===== src/rtl/trace_fmt_pkg.sv =====
`default_nettype none
`timescale 1ns/1ps
// +--------------------------------------------------------------------------+
// | Module      : trace_fmt_pkg                                              |
// | Description : Shared definitions for the trace character emitter:       |
// |               ASCII constants of the checker line format, record kind    |
// |               encoding, emitter FSM states, legal gap width range and     |
// |               helpers for the BCD time field.                            |
// | Revision    : 1.0  initial release                                       |
// +--------------------------------------------------------------------------+
package trace_fmt_pkg;

  // Punctuation characters of the checker line format
  localparam logic [7:0] CH_CARET  = 8'h5E;  // ^
  localparam logic [7:0] CH_AT     = 8'h40;  // @
  localparam logic [7:0] CH_COLON  = 8'h3A;  // :
  localparam logic [7:0] CH_DOLLAR = 8'h24;  // $
  localparam logic [7:0] CH_STAR   = 8'h2A;  // *
  localparam logic [7:0] CH_LT     = 8'h3C;  // <
  localparam logic [7:0] CH_EQ     = 8'h3D;  // =
  localparam logic [7:0] CH_HASH   = 8'h23;  // #
  localparam logic [7:0] CH_SPACE  = 8'h20;  // space

  // Record kind
  localparam logic KIND_REG = 1'b0;
  localparam logic KIND_MEM = 1'b1;

  // Legal number of spaces per gap
  localparam int SP_N_MIN = 0;
  localparam int SP_N_MAX = 3;

  typedef enum logic [3:0] {
    ST_IDLE  = 4'd0,
    ST_CARET = 4'd1,
    ST_TIME  = 4'd2,
    ST_AT    = 4'd3,
    ST_PC    = 4'd4,
    ST_COLON = 4'd5,
    ST_GAP1  = 4'd6,
    ST_TAG   = 4'd7,
    ST_REG   = 4'd8,
    ST_ADDR  = 4'd9,
    ST_GAP2  = 4'd10,
    ST_LT    = 4'd11,
    ST_EQ    = 4'd12,
    ST_GAP3  = 4'd13,
    ST_DATA  = 4'd14,
    ST_HASH  = 4'd15
  } state_t;

  // True when every nibble of the time field is a decimal digit
  function automatic logic bcd_ok(input logic [15:0] t);
    return (t[15:12] <= 4'd9) && (t[11:8] <= 4'd9) &&
           (t[7:4]   <= 4'd9) && (t[3:0]  <= 4'd9);
  endfunction

  // Index of the most significant non-zero digit; 0 when the value is zero
  // so that a single "0" is still emitted.
  function automatic logic [1:0] time_msd(input logic [15:0] t);
    if (t[15:12] != 4'd0)     return 2'd3;
    else if (t[11:8] != 4'd0) return 2'd2;
    else if (t[7:4] != 4'd0)  return 2'd1;
    else                      return 2'd0;
  endfunction

endpackage
`default_nettype wire


===== src/rtl/trace_char_emitter_if.sv =====
`default_nettype none
`timescale 1ns/1ps
// +--------------------------------------------------------------------------+
// | Module      : trace_char_emitter_if                                      |
// | Description : Writeback record handshake bus. The master (writeback      |
// |               monitor) offers a record with in_valid and holds the       |
// |               fields stable; the slave (emitter) accepts with in_ready.  |
// |   in_valid/in_ready : handshake                                          |
// |   in_kind           : 0 register write, 1 memory write                   |
// |   in_time           : 4 BCD digits                                       |
// |   in_pc/in_addr/in_data : 32-bit hex fields, in_reg : 5-bit register     |
// | Revision    : 1.0  initial release                                       |
// +--------------------------------------------------------------------------+
interface trace_char_emitter_if;
  logic        in_valid;
  logic        in_ready;
  logic        in_kind;
  logic [15:0] in_time;
  logic [31:0] in_pc;
  logic [4:0]  in_reg;
  logic [31:0] in_addr;
  logic [31:0] in_data;

  modport master (
    output in_valid, in_kind, in_time, in_pc, in_reg, in_addr, in_data,
    input  in_ready
  );

  modport slave (
    input  in_valid, in_kind, in_time, in_pc, in_reg, in_addr, in_data,
    output in_ready
  );
endinterface
`default_nettype wire


===== src/rtl/nibble_to_ascii.sv =====
`default_nettype none
`timescale 1ns/1ps
// +--------------------------------------------------------------------------+
// | Module      : nibble_to_ascii                                            |
// | Description : Combinational 4-bit to lowercase hex ASCII. Also used for  |
// |               decimal digits, which map onto '0'..'9'.                   |
// |   nibble : input value 0..15                                             |
// |   ascii  : '0'..'9', 'a'..'f'                                            |
// | Revision    : 1.0  initial release                                       |
// +--------------------------------------------------------------------------+
module nibble_to_ascii (
  input  logic [3:0] nibble,
  output logic [7:0] ascii
);
  // 8'h57 + 10 = 'a'
  always_comb begin
    if (nibble < 4'd10) ascii = 8'h30 + {4'h0, nibble};
    else                ascii = 8'h57 + {4'h0, nibble};
  end
endmodule
`default_nettype wire


===== src/rtl/trace_char_emitter.sv =====
`default_nettype none
`timescale 1ns/1ps
// +--------------------------------------------------------------------------+
// | Module      : trace_char_emitter                                         |
// | Description : Serialises one writeback record per handshake into the    |
// |               checker line format, one character per clock:              |
// |                 ^<time>@<pc>: $<reg> <= <data>#                          |
// |                 ^<time>@<pc>: *<addr> <= <data>#                         |
// |   clk, reset : clock, synchronous active-high reset                      |
// |   rec        : record handshake bus (slave side)                         |
// |   char       : registered output character, IDLE_CHAR when idle          |
// |   char_valid : high while char carries a record character                |
// |   err        : one-cycle pulse when an accepted record had bad BCD time  |
// | Revision    : 1.0  initial release                                       |
// +--------------------------------------------------------------------------+
module trace_char_emitter
  import trace_fmt_pkg::*;
#(
  parameter int         SP_N      = 1,
  parameter logic [7:0] IDLE_CHAR = 8'h20
) (
  input  logic                 clk,
  input  logic                 reset,
  trace_char_emitter_if.slave  rec,
  output logic [7:0]           char,
  output logic                 char_valid,
  output logic                 err
);

  // Out-of-range gap widths are clamped into the legal range
  localparam int SP_EFF = (SP_N < SP_N_MIN) ? SP_N_MIN :
                          (SP_N > SP_N_MAX) ? SP_N_MAX : SP_N;
  localparam bit         HAS_GAP = (SP_EFF != 0);
  localparam logic [1:0] SP_LAST = HAS_GAP ? 2'(SP_EFF - 1) : 2'd0;

  state_t      state, nxt_state;
  logic [2:0]  idx, nxt_idx;      // digit index, counts down to 0
  logic [1:0]  sp, nxt_sp;        // remaining spaces in the current gap
  logic        kind_q;
  logic [15:0] time_q;
  logic [31:0] pc_q;
  logic [4:0]  reg_q;
  logic [31:0] addr_q;
  logic [31:0] data_q;
  logic [1:0]  msd_q;

  logic        accept;
  logic        time_ok;
  logic        reg_two;
  logic [3:0]  reg_tens;
  logic [3:0]  reg_ones;
  logic [3:0]  nxt_nibble;
  logic [7:0]  hex_char;
  logic [7:0]  nxt_char;

  assign rec.in_ready = (state == ST_IDLE) || (state == ST_HASH);
  assign accept       = rec.in_valid && rec.in_ready;
  assign time_ok      = bcd_ok(rec.in_time);

  // Decimal split of the register number. The ones digit is always < 10, so
  // it can be formed modulo 16 from the low nibbles alone
  // (10 -> 4'd10, 20 -> 4'd4, 30 -> 4'd14).
  always_comb begin
    if (reg_q >= 5'd30) begin
      reg_tens = 4'd3;
      reg_ones = reg_q[3:0] - 4'd14;
    end else if (reg_q >= 5'd20) begin
      reg_tens = 4'd2;
      reg_ones = reg_q[3:0] - 4'd4;
    end else if (reg_q >= 5'd10) begin
      reg_tens = 4'd1;
      reg_ones = reg_q[3:0] - 4'd10;
    end else begin
      reg_tens = 4'd0;
      reg_ones = reg_q[3:0];
    end
  end
  assign reg_two = (reg_q >= 5'd10);

  // Next-state, digit index and space counter
  always_comb begin
    nxt_state = state;
    nxt_idx   = idx;
    nxt_sp    = sp;
    case (state)
      ST_IDLE: begin
        if (accept && time_ok) nxt_state = ST_CARET;
      end
      ST_CARET: begin
        nxt_state = ST_TIME;
        nxt_idx   = {1'b0, msd_q};
      end
      ST_TIME: begin
        if (idx == 3'd0) nxt_state = ST_AT;
        else             nxt_idx   = idx - 3'd1;
      end
      ST_AT: begin
        nxt_state = ST_PC;
        nxt_idx   = 3'd7;
      end
      ST_PC: begin
        if (idx == 3'd0) nxt_state = ST_COLON;
        else             nxt_idx   = idx - 3'd1;
      end
      ST_COLON: begin
        if (HAS_GAP) begin
          nxt_state = ST_GAP1;
          nxt_sp    = SP_LAST;
        end else begin
          nxt_state = ST_TAG;
        end
      end
      ST_GAP1: begin
        if (sp == 2'd0) nxt_state = ST_TAG;
        else            nxt_sp    = sp - 2'd1;
      end
      ST_TAG: begin
        if (kind_q == KIND_MEM) begin
          nxt_state = ST_ADDR;
          nxt_idx   = 3'd7;
        end else begin
          nxt_state = ST_REG;
          nxt_idx   = {2'b00, reg_two};
        end
      end
      ST_REG, ST_ADDR: begin
        if (idx == 3'd0) begin
          if (HAS_GAP) begin
            nxt_state = ST_GAP2;
            nxt_sp    = SP_LAST;
          end else begin
            nxt_state = ST_LT;
          end
        end else begin
          nxt_idx = idx - 3'd1;
        end
      end
      ST_GAP2: begin
        if (sp == 2'd0) nxt_state = ST_LT;
        else            nxt_sp    = sp - 2'd1;
      end
      ST_LT: nxt_state = ST_EQ;
      ST_EQ: begin
        if (HAS_GAP) begin
          nxt_state = ST_GAP3;
          nxt_sp    = SP_LAST;
        end else begin
          nxt_state = ST_DATA;
          nxt_idx   = 3'd7;
        end
      end
      ST_GAP3: begin
        if (sp == 2'd0) begin
          nxt_state = ST_DATA;
          nxt_idx   = 3'd7;
        end else begin
          nxt_sp = sp - 2'd1;
        end
      end
      ST_DATA: begin
        if (idx == 3'd0) nxt_state = ST_HASH;
        else             nxt_idx   = idx - 3'd1;
      end
      ST_HASH: begin
        // A handshake on the '#' cycle chains straight into the next record
        nxt_state = (accept && time_ok) ? ST_CARET : ST_IDLE;
      end
      default: nxt_state = ST_IDLE;
    endcase
  end

  // Digit for the character that will be shown in the next state
  always_comb begin
    nxt_nibble = 4'd0;
    case (nxt_state)
      ST_TIME: nxt_nibble = time_q[{nxt_idx[1:0], 2'b00} +: 4];
      ST_PC:   nxt_nibble = pc_q[{nxt_idx, 2'b00} +: 4];
      ST_ADDR: nxt_nibble = addr_q[{nxt_idx, 2'b00} +: 4];
      ST_DATA: nxt_nibble = data_q[{nxt_idx, 2'b00} +: 4];
      ST_REG:  nxt_nibble = nxt_idx[0] ? reg_tens : reg_ones;
      default: nxt_nibble = 4'd0;
    endcase
  end

  nibble_to_ascii u_hex (
    .nibble (nxt_nibble),
    .ascii  (hex_char)
  );

  always_comb begin
    nxt_char = IDLE_CHAR;
    case (nxt_state)
      ST_IDLE:                          nxt_char = IDLE_CHAR;
      ST_CARET:                         nxt_char = CH_CARET;
      ST_AT:                            nxt_char = CH_AT;
      ST_COLON:                         nxt_char = CH_COLON;
      ST_GAP1, ST_GAP2, ST_GAP3:        nxt_char = CH_SPACE;
      ST_TAG:                           nxt_char = (kind_q == KIND_REG) ? CH_DOLLAR : CH_STAR;
      ST_LT:                            nxt_char = CH_LT;
      ST_EQ:                            nxt_char = CH_EQ;
      ST_HASH:                          nxt_char = CH_HASH;
      ST_TIME, ST_PC, ST_REG,
      ST_ADDR, ST_DATA:                 nxt_char = hex_char;
      default:                          nxt_char = IDLE_CHAR;
    endcase
  end

  always_ff @(posedge clk) begin
    if (reset) begin
      state      <= ST_IDLE;
      idx        <= 3'd0;
      sp         <= 2'd0;
      char       <= IDLE_CHAR;
      char_valid <= 1'b0;
      err        <= 1'b0;
      kind_q     <= KIND_REG;
      time_q     <= 16'd0;
      pc_q       <= 32'd0;
      reg_q      <= 5'd0;
      addr_q     <= 32'd0;
      data_q     <= 32'd0;
      msd_q      <= 2'd0;
    end else begin
      state      <= nxt_state;
      idx        <= nxt_idx;
      sp         <= nxt_sp;
      char       <= nxt_char;
      char_valid <= (nxt_state != ST_IDLE);
      err        <= accept && !time_ok;
      if (accept) begin
        kind_q <= rec.in_kind;
        time_q <= rec.in_time;
        pc_q   <= rec.in_pc;
        reg_q  <= rec.in_reg;
        addr_q <= rec.in_addr;
        data_q <= rec.in_data;
        msd_q  <= time_msd(rec.in_time);
      end
    end
  end

endmodule
`default_nettype wire


===== src/flat_wrapper.sv =====
// flat-port wrapper written by rule: the top's interface ports become plain ports
module trace_char_emitter_flat import trace_fmt_pkg::*;
#(
  parameter int         SP_N      = 1,
  parameter logic [7:0] IDLE_CHAR = 8'h20
)
  (clk, reset, char, char_valid, err, rec_in_valid, rec_in_kind, rec_in_time, rec_in_pc, rec_in_reg, rec_in_addr, rec_in_data, rec_in_ready);
  trace_char_emitter_if rec_i ();
  input  logic clk;
  input  logic reset;
  output logic [7:0] char;
  output logic char_valid;
  output logic err;
  input wire logic [$bits(rec_i.in_valid)-1:0] rec_in_valid;
  input wire logic [$bits(rec_i.in_kind)-1:0] rec_in_kind;
  input wire logic [$bits(rec_i.in_time)-1:0] rec_in_time;
  input wire logic [$bits(rec_i.in_pc)-1:0] rec_in_pc;
  input wire logic [$bits(rec_i.in_reg)-1:0] rec_in_reg;
  input wire logic [$bits(rec_i.in_addr)-1:0] rec_in_addr;
  input wire logic [$bits(rec_i.in_data)-1:0] rec_in_data;
  output wire logic [$bits(rec_i.in_ready)-1:0] rec_in_ready;
  assign rec_i.in_valid = rec_in_valid;
  assign rec_i.in_kind = rec_in_kind;
  assign rec_i.in_time = rec_in_time;
  assign rec_i.in_pc = rec_in_pc;
  assign rec_i.in_reg = rec_in_reg;
  assign rec_i.in_addr = rec_in_addr;
  assign rec_i.in_data = rec_in_data;
  assign rec_in_ready = rec_i.in_ready;
  trace_char_emitter #(.SP_N(SP_N), .IDLE_CHAR(IDLE_CHAR)) u_core (.clk(clk), .reset(reset), .rec(rec_i), .char(char), .char_valid(char_valid), .err(err));
endmodule

===== config.mk =====
export PLATFORM = sky130hd
export DESIGN_NAME = trace_char_emitter_flat
export DESIGN_NICKNAME = d
export VERILOG_FILES = /design/src/rtl/trace_fmt_pkg.sv /design/src/rtl/trace_char_emitter_if.sv /design/src/rtl/nibble_to_ascii.sv /design/src/rtl/trace_char_emitter.sv /design/src/flat_wrapper.sv
export SDC_FILE = /design/constraint.sdc
export NUM_CORES = 1
export LEC_CHECK = 0
export CORE_ASPECT_RATIO = 1.75
export CORE_UTILIZATION = 40
export DETAILED_ROUTE_END_ITERATION = 12
export HOLD_SLACK_MARGIN = 0.15
export PLACE_DENSITY_LB_ADDON = 0.25
export SETUP_SLACK_MARGIN = 0.15
export SLEW_MARGIN = 30
export SYNTH_ARGS = -nofsm -noshare
export SYNTH_HDL_FRONTEND = slang
export SYNTH_SLANG_ARGS = --single-unit

===== constraint.sdc =====
create_clock -name clk -period 4.6 [get_ports clk]
set_clock_uncertainty 0.1 [all_clocks]
set_input_delay 0.46 -clock clk [delete_from_list [all_inputs] [get_ports clk]]
set_output_delay 0.46 -clock clk [all_outputs]
set_load 0.05 [all_outputs]

# Word-level counts from Yosys, hierarchy flattened
# Cells that the tools add are included.
# W data, S select, Z words.
# word_totals
regBits	139
input_bits	121
# classes
n_addsub	7
magnitude_cmp	8
eq_ne	32
n_shift	4
mux	32
n_reduce_logical	24
# op_table
operator	n
$shiftx A32 B6 Y4	3
$pmux W8 S9	1
$eq A4 B4 Y1 const B	16
$mux W4	15
$pmux W4 S15	1
$eq A4 B3 Y1 const B	8
$pmux W4 S5	1
$eq A4 B2 Y1 const B	4
$le A4 B4 Y1 const B	4
$reduce_bool A4 Y1	4
$shiftx A16 B5 Y4	1
$pmux W3 S5	1
$ge A5 B5 Y1 const B	2
$reduce_or A5 Y1	2
$mux W3	3
$add A7 B4 Y8 const A	1
$eq A4 B1 Y1 const B	2
$logic_not A4 Y1	2
$mux W2	4
$mux W8	1
$sub A4 B4 Y4 const B	2
$add A6 B4 Y7 const A	1
$logic_and A1 B1 Y1	6
$pmux W2 S3	1
other kinds (17)	21

# Depth between registers and ports, before layout
# Gate-level depths: netlist (run 1).
# depth
ltp_word	12
depth_mapped	16
mapped_depth_nobuf	12

# By module
# Synthesis (run 1) repeated with hierarchy kept, for this count alone.
# hier_totals
hier_cells	948
area_unflattened_um2	7070.5
# modules_own_cells
module	instances	cells_each	area_per_inst_um2
trace_char_emitter	1	931	6947.9
nibble_to_ascii	1	17	122.6

# Least setup slack after synthesis (run 1)
# No wires, ideal clock.
# synth_path
path_type	reg2reg
from	reg u_core.sp[0]
to	reg u_core.char[0]
arrival_ns	3.084
t_required_ns	4.400
slack_ns	1.317
path_stages_with_launch	14
n_path_buf	1
synth_period_minus_slack_ns	3.283
path_cell_list	dfxtp_1 -> inv_1 -> ha_1 -> clkbuf_1 -> o211a_1 -> o31ai_1 -> a311o_1 -> a22oi_2 -> mux4_2 -> a22oi_1 -> nor4b_4 -> and4_4 -> nor3b_1 -> a2111oi_4
# synth_via
elab_chain_len	8
# synth_lines
item	line_no	source
from (decl)	trace_char_emitter.sv:38	logic [1:0] sp, nxt_sp;
from (signal assigned)	trace_char_emitter.sv:226	sp <= nxt_sp;
$logic_not A2 Y1 (*)	trace_char_emitter.sv:114, trace_char_emitter.sv:139, trace_char_emitter.sv:153	
$mux W3, or another cell as far along	trace_char_emitter.sv:153	if (sp == 2'd0) begin
$pmux W3 S5 / $pmux W4 S15 (equally long branches)	trace_char_emitter.sv:85	case (state)
$shiftx A32 B6 Y4, or another cell as far along	trace_char_emitter.sv:179	ST_DATA: nxt_nibble = data_q[{nxt_idx, 2'b00} +: 4];
$pmux W4 S5	trace_char_emitter.sv:175	case (nxt_state)
$add A7 B4 Y8, or another cell as far along	nibble_to_ascii.sv:18	else ascii = 8'h57 + {4'h0, nibble};
$mux W8	nibble_to_ascii.sv:17	if (nibble < 4'd10) ascii = 8'h30 + {4'h0, nibble};
$pmux W8 S9 (*)	trace_char_emitter.sv:192	case (nxt_state)
to (signal assigned)	trace_char_emitter.sv:227	char <= nxt_char;
to (decl)	trace_char_emitter.sv:25	output logic [7:0] char,
# Every way passes the cells marked *; elsewhere a longest branch is shown, timed or not.
# A chain may end at the register's enable or synchronous reset.

# Final worst setup path (run 1)
# layout_path
from	reg u_core.state[3]
to	reg u_core.char[0]
# layout_via
elab_chain_len	11
# layout_lines
item	line_no	source
from (decl)	trace_char_emitter.sv:36	state_t state, nxt_state;
from (signal assigned)	trace_char_emitter.sv:224	state <= nxt_state;
branches (longest 10 deep; another with $add A7 B4 Y8)	--	
$pmux W8 S9 (*)	trace_char_emitter.sv:192	
# Every way passes the cells marked *.

==> summary.md, run 1 <==
| Metric | Value |
|---|---|
| Routed wire length | `21.0 mm` |
| Worst VDD drop | `0.371 mV` |
| Top post-synthesis cells by count | `nand2_1, a21oi_1, dfxtp_1` |
| # Max-Cap Violations | `0` |
| Post-synth EDFFs | `0` |
| Clock Tree Root | `clkbuf_16` |
| Maximum fanout along the worst path | `23` |
| DR vias | `6633` |
| CTS resizes | `0` |
| Lkg Pwr | `0.00327 uW` |
| HP Class | `register to register` |
| Hpwl dp | `15.2 mm` |
| Worst Hold End | `u_core.addr_q[18]` |
| Final worst path period need | `4130 ps` |
| Mux share of post-synthesis cell area | `1.99%` |
| Initial Utilization | `40.7%` |
| Initial antenna violation count | `0` |
| Hold wc startpoint | `u_core.addr_q[18]` |
| Max Slew Vio Count | `0` |
| RSZ-0062 raised after global routing | `no` |
| CP endpoint kind | `register` |
| Antenna Cells | `0` |
| Pwr dens | `478 nW/um^2` |
| Final period utilization | `89.8%` |
| Setup CP Type | `register to register` |
| Final worst slack | `468 ps` |
| CTS Buf Count | `17` |
| Final setup viols | `0` |
| WL per Instance | `17.2 um` |
| Cells after Synth | `887` |
| Fin. Hold Viols | `0` |
| Total congestion overflow | `0` |
| Row count | `63` |
| Hold-fix buffers, CTS | `0` |
| Largest net degree at the start of global routing | `119` |
| Synth Area in Simple Gates | `23.5%` |
| Avg Inst Size Synth | `7.73 sq um` |
| Setup WS pre-CTS | `575 ps` |
| Net count reported at finish | `1110` |
| Synth Register Bits | `138` |
| Largest area contributor in the netlist | `dfxtp_1` |
| Die X-Extent | `101 um` |
| Post-CTS setup buffers | `0` |
| I/O pin cnt | `132` |
| Setup TNS | `0 ps` |
| Max transition margin | `34.2%` |
| Reg clk slew, reported paths | `70 ps` |
| R2r setup slk | `470 ps` |
| Reg2reg end | `u_core.char[0]` |
| Outcome | `finished clean` |
| Final Wtd Congestion | `0.936` |
| Worst-Skew Late Latency | `420 ps` |
| Slew @ Worst Pin | `985 ps` |
| Distinct cells, synth | `77` |
| Worst path arrival time | `4360 ps` |
| Vias per cell | `5.43` |
| Synth Area in XOR/XNOR | `0.985%` |
| Synth Area in Compound Gates | `25.7%` |
| CTS tree | `done` |
| Post-synth top flop | `dfxtp_1` |
| H-tree lvl count | `4` |
| DRT antenna net count | `0` |
| Req. time, crit path | `4830 ps` |
| GR Util All Layers | `24.6%` |
| Largest family of logic cells by synthesized area | `compound AO/OA/AOI/OAI gates` |
| Synth top area cells | `dfxtp_1, nand2_1, a21oi_1, clkbuf_1, a22o_1` |
| DRC violations left | `0` |
| Yosys warns | `0` |
| Die Y | `175 um` |
| Yosys top cell area share | `40.3%` |
| Most frequent cell after synthesis | `nand2_1` |
| Layout cell share with drive strength beyond 1 | `8.04%` |
| Async S/R FF share, synth | `0%` |
| Clock Tree Buf Depth | `2` |
| First-pass iteration count of the detailed router | `5` |
| Core ar. | `16900 sq um` |
| Worst reg2reg path depth | `10` |
| Register area share after synthesis | `40.3%` |
| Reg2Reg Launch Point | `u_core.state[3]` |
| Hold path cells | `2` |
| Number of global-route vias before repair | `6607` |
| Number of I/O port buffers | `130` |
| Fmax | `0.242 GHz` |
| Mapped Nets | `1015` |
| Die area | `17700 sq um` |
| CP Launch Type | `register` |
| Mapped Area | `6860 sq um` |
| Drt first-iter violations | `360` |
| Clock sink count | `138` |
| Area grow syn2layout | `28.5%` |
| First-pass GRT wire length | `33.4 mm` |
| Adder-Cell Fraction of Synth Area | `1.28%` |
==> worst max path at each step <==
stage,startpoint,end,slack [ps]
finish,u_core.state[3],u_core.char[0],470
floorplan,u_core.sp[0],u_core.char[0],1320
global placement,u_core.state[3],u_core.char[0],640
CTS,u_core.state[3],u_core.char[0],570
detailed placement,u_core.state[3],u_core.char[0],570
global route,u_core.idx[0],u_core.char[1],180
==> logic make-up (layout without fill, tap and decap cells) <==
family,count (synthesis),after routing
flops,138,138
buf+inv,83,191
compound gates,268,268
other cells,1,1
fa+ha+maj,7,7
xor+xnor,6,6
simple gates,372,372
mux,12,12
==> area by class of cell <==
type | instances | area [sq um]
clock buffers | 17 | 425
flip-flops and latches | 138 | 2760
well taps | 227 | 284
clock inverters | 15 | 150
inverters | 11 | 41.3
multi-input cells | 666 | 3690
fillers | 1682 | 8050
repair buffers | 148 | 1460
==> placed cells by master, fill, tap and decap left out, types with 6 or more instances in the layout <==
master,Yosys,routed
nand2_1,269,269
nor3_1,11,11
a22oi_1,12,12
inv_6,0,6
o22ai_1,6,6
clkbuf_16,0,17
inv_1,11,11
nor2b_1,8,7
nand2b_1,11,11
a21oi_1,144,144
nor2_1,33,33
a211oi_1,15,15
and3_1,6,6
a22o_1,17,17
ha_1,7,7
a311oi_1,7,7
o31ai_1,6,6
mux2i_1,8,8
o21ai_0,10,10
nand3_1,7,7
clkdlybuf4s50_1,0,129
dfxtp_1,138,138
buf_4,12,16
==> critical path: stages (launching register included) <==
cell and delay [ps]:
dfxtp_1 970, nand2b_1 340, o32ai_2 520, a32oi_2 270
buf_4 340, a211oi_1 290, a311oi_1 120, a2111oi_2 400
and4_4 300, nor3b_1 70, a2111oi_4 300
==> per-layer routing <==
layer  global-route usage (%)  vias to the layer above  routed length, um
met4                     14.0                        0               1070
met2                     43.8                      204              11100
li1                         -                     3272                  -
met1                     27.4                     3099               8050
met5                        0                        -                  0
met3                     3.40                       58                708
==> per-stage QoR <==
stage                     std cells  cell area (sq um)  power [uW]  utilization (%)  hold WS, ps
after global routing           1222               8810        4440             52.3          377
after global placement         1190               8240        2890             48.8          342
after floorplan                 887               6860        2470                -          332
after detailed placement       1190               8240        2890             48.8          347
after CTS                      1222               8810        4240             52.3          355
final                          1222               8810        4210             52.3          354
==> sequential cells by signal (all words and copies together), names as in the netlist, 2 cells and up <==
name           count
u_core.msd_q       2
u_core.pc_q       32
u_core.time_q     16
u_core.data_q     32
u_core.idx         3
u_core.sp          2
u_core.state       4
u_core.addr_q     32
u_core.reg_q       5
u_core.char        7
==> power by group <==
group	internal (uW)	switching, uW	leakage (uW)
combinational	495	803	0.00186
sequential	1400	169	0.00113
clock	724	621	0.000282
Note: power is estimated with default switching activity, not from simulation.
==> inputs of run 2 (changes only) <==
--- a/config.mk
+++ b/config.mk
@@ -8,4 +8,5 @@
 export CORE_ASPECT_RATIO = 1.75
 export CORE_UTILIZATION = 40
+export CTS_CLUSTER_DIAMETER = 200
 export DETAILED_ROUTE_END_ITERATION = 12
 export HOLD_SLACK_MARGIN = 0.15
==> constraint.sdc (replaced) <==
create_clock -name clk -period 4.6 [get_ports clk]
set_clock_uncertainty 0.1 [all_clocks]
set_input_delay 0.92 -clock clk [delete_from_list [all_inputs] [get_ports clk]]
set_output_delay 0.92 -clock clk [all_outputs]
set_load 0.05 [all_outputs]
==> run 2 against run 1 <==
Non-clock buffer count down 1. Total power up 1.8%. Register-to-register slack better by 40 ps. Clock-buffer cell count up 2. Sequential power about the same. Flip-flop and latch count unchanged. Die area unchanged. Clock power up 4%. Sequential share of layout area down 0.053 points. First-iteration DRC count down 7.2%. Fmax up 0.86%.
==> summary.md, run 2 (synthesis gave the netlist of run 1 again) <==
| Metric | Value |
|---|---|
| First-pass GRT wire length | `32.9 mm` |
| GR Util All Layers | `24.2%` |
| Die area | `17700 sq um` |
| DRT antenna net count | `0` |
| Slew @ Worst Pin | `882 ps` |
| Worst VDD drop | `0.243 mV` |
| Family with the most delay on the worst path | `compound AO/OA/AOI/OAI gates` |
| RSZ-0062 raised after global routing | `no` |
| Req. time, crit path | `4810 ps` |
| Slowest cell delay on critical path | `600 ps` |
| R2r setup slk | `500 ps` |
| Clock sink count | `138` |
| Initial antenna violation count | `0` |
| Worst path arrival time | `4310 ps` |
| Die Y | `175 um` |
| CP cell instances | `inv_1 -> ha_1 -> nor2b_1 -> o22ai_1 -> a32oi_2 -> buf_4 -> a21oi_1 -> a211oi_1 -> nor4b_4 -> and4_4 -> or2_4 -> a2111oi_4` |
| Reg clk slew, reported paths | `70 ps` |
| Setup TNS | `0 ps` |
| Setup CP Type | `register to register` |
| Final setup viols | `0` |
| Hpwl dp | `15.4 mm` |
| Die X-Extent | `101 um` |
| First-pass iteration count of the detailed router | `6` |
| WL per Instance | `17.1 um` |
| Clock Tree Root | `clkbuf_16` |
| Final worst slack | `503 ps` |
| Slowest CP cell | `nor2b_1` |
| I/O pin cnt | `132` |
| Clock Tree Buf Depth | `2` |
| Net count reported at finish | `1109` |
| Largest regs | `u_core.addr_q (32), u_core.data_q (32), u_core.pc_q (32)` |
| Area grow syn2layout | `28.7%` |
| Total congestion overflow | `0` |
| Worst-Skew Late Latency | `420 ps` |
| Fmax | `0.244 GHz` |
| Number of I/O port buffers | `130` |
| Maximum fanout along the worst path | `22` |
| Core ar. | `16900 sq um` |
| DRC violations left | `0` |
| Largest net degree at the start of global routing | `76` |
| Vias per cell | `5.34` |
| Final worst path period need | `4100 ps` |
| CTS Buf Count | `17` |
| CP endpoint kind | `register` |
| Max transition margin | `41.1%` |
| H-tree lvl count | `4` |
| DR vias | `6525` |
| HP Class | `register to register` |
| Outcome | `finished clean` |
| Layout cell share with drive strength beyond 1 | `7.75%` |
| Pwr dens | `486 nW/um^2` |
| Crit path buf inv count | `2` |
| Final Wtd Congestion | `0.911` |
| Most common cell after layout, fill and taps aside | `nand2_1` |
| Post-CTS setup buffers | `0` |
| Setup WS pre-CTS | `556 ps` |
| CP Launch Type | `register` |
| Fin. Hold Viols | `0` |
| Lkg Pwr | `0.00328 uW` |
| CTS resizes | `0` |
| Hold-fix buffers, CTS | `0` |
| Commonest cells after routing, fill and taps aside | `nand2_1, a21oi_1, dfxtp_1` |
| Final period utilization | `89.1%` |
| Row count | `63` |
| Placed inst area | `8230 sq um` |
| Initial Utilization | `40.7%` |
| Fin area | `8830 sq um` |
| Max Slew Vio Count | `0` |
| Routed wire length | `20.8 mm` |
| CTS tree | `done` |
| # Max-Cap Violations | `0` |
| Total power | `4290 uW` |
| Drt first-iter violations | `334` |
| Number of global-route vias before repair | `6528` |
| Antenna Cells | `0` |
| Hold slack | `353 ps` |
[run 2: changes by cell type in the layout (fill, tap and decap cells not counted), sizes merged]
cell	previous run	this run
buf	19	18
clkbuf	17	19
clkinv	3	7
inv	22	13
bufinv	0	3
[run 2: per-stage QoR]
stage	cells	utilization [%]
CTS	1221	52.3
global route	1221	52.3
detailed placement	1189	48.8
global placement	1189	48.8
finish	1221	52.3
floorplan	887	-
[run 2: layer usage]
| metal | vias to the layer above | GRT usage (%) | share of wire [%] | wire [um] |
|---|---|---|---|---|
| met4 | 0 | 11.7 | 3.9 | 815 |
| met3 | 46 | 2.96 | 2.6 | 548 |
| met1 | 3055 | 25.7 | 39 | 8090 |
| met5 | - | 0 | 0 | 0 |
| li1 | 3267 | - | - | - |
| met2 | 157 | 45.9 | 55 | 11400 |
[run 2: where the power goes]
group / switching (uW) / internal [uW] / total (uW) / leakage, uW
Clock: 545 / 858 / 1400 / 0.000292
Sequential: 169 / 1400 / 1570 / 0.00113
Combinational: 812 / 505 / 1320 / 0.00185
[run 2: worst paths after layout]
kind | start | endpoint | cells past startpoint
setup / recovery | u_core.idx[0] | u_core.char[0] | 12
hold / removal | u_core.addr_q[23] | u_core.addr_q[23] | 2
setup reg to reg | u_core.idx[0] | u_core.char[0] | 12
hold reg to reg | u_core.addr_q[23] | u_core.addr_q[23] | 2
[run 2: layout make-up]
class                           count  area, sq um
Fill cell                        1695         8040
Multi-Input combinational cell    666         3690
Sequential cell                   138         2760
Timing Repair Buffer              147         1450
Clock buffer                       19          433
Tap cell                          227          284
Clock inverter                     13          169
Inverter                           11         41.3
[run 2: worst register-to-register path: stages (launching register included)]
cell       delay [ps]
dfxtp_1           320
inv_1             130
ha_1              210
nor2b_1           600
o22ai_1           250
a32oi_2           570
buf_4             360
a21oi_1           110
a211oi_1          480
nor4b_4           120
and4_4            230
or2_4             250
a2111oi_4         270
==> inputs of run 3 (changes only) <==
Settings changed: SLEW_MARGIN 30 to 20.
==> results of run 3 <==
No change in the layout: final DEF, timing and power equal those of run 2.
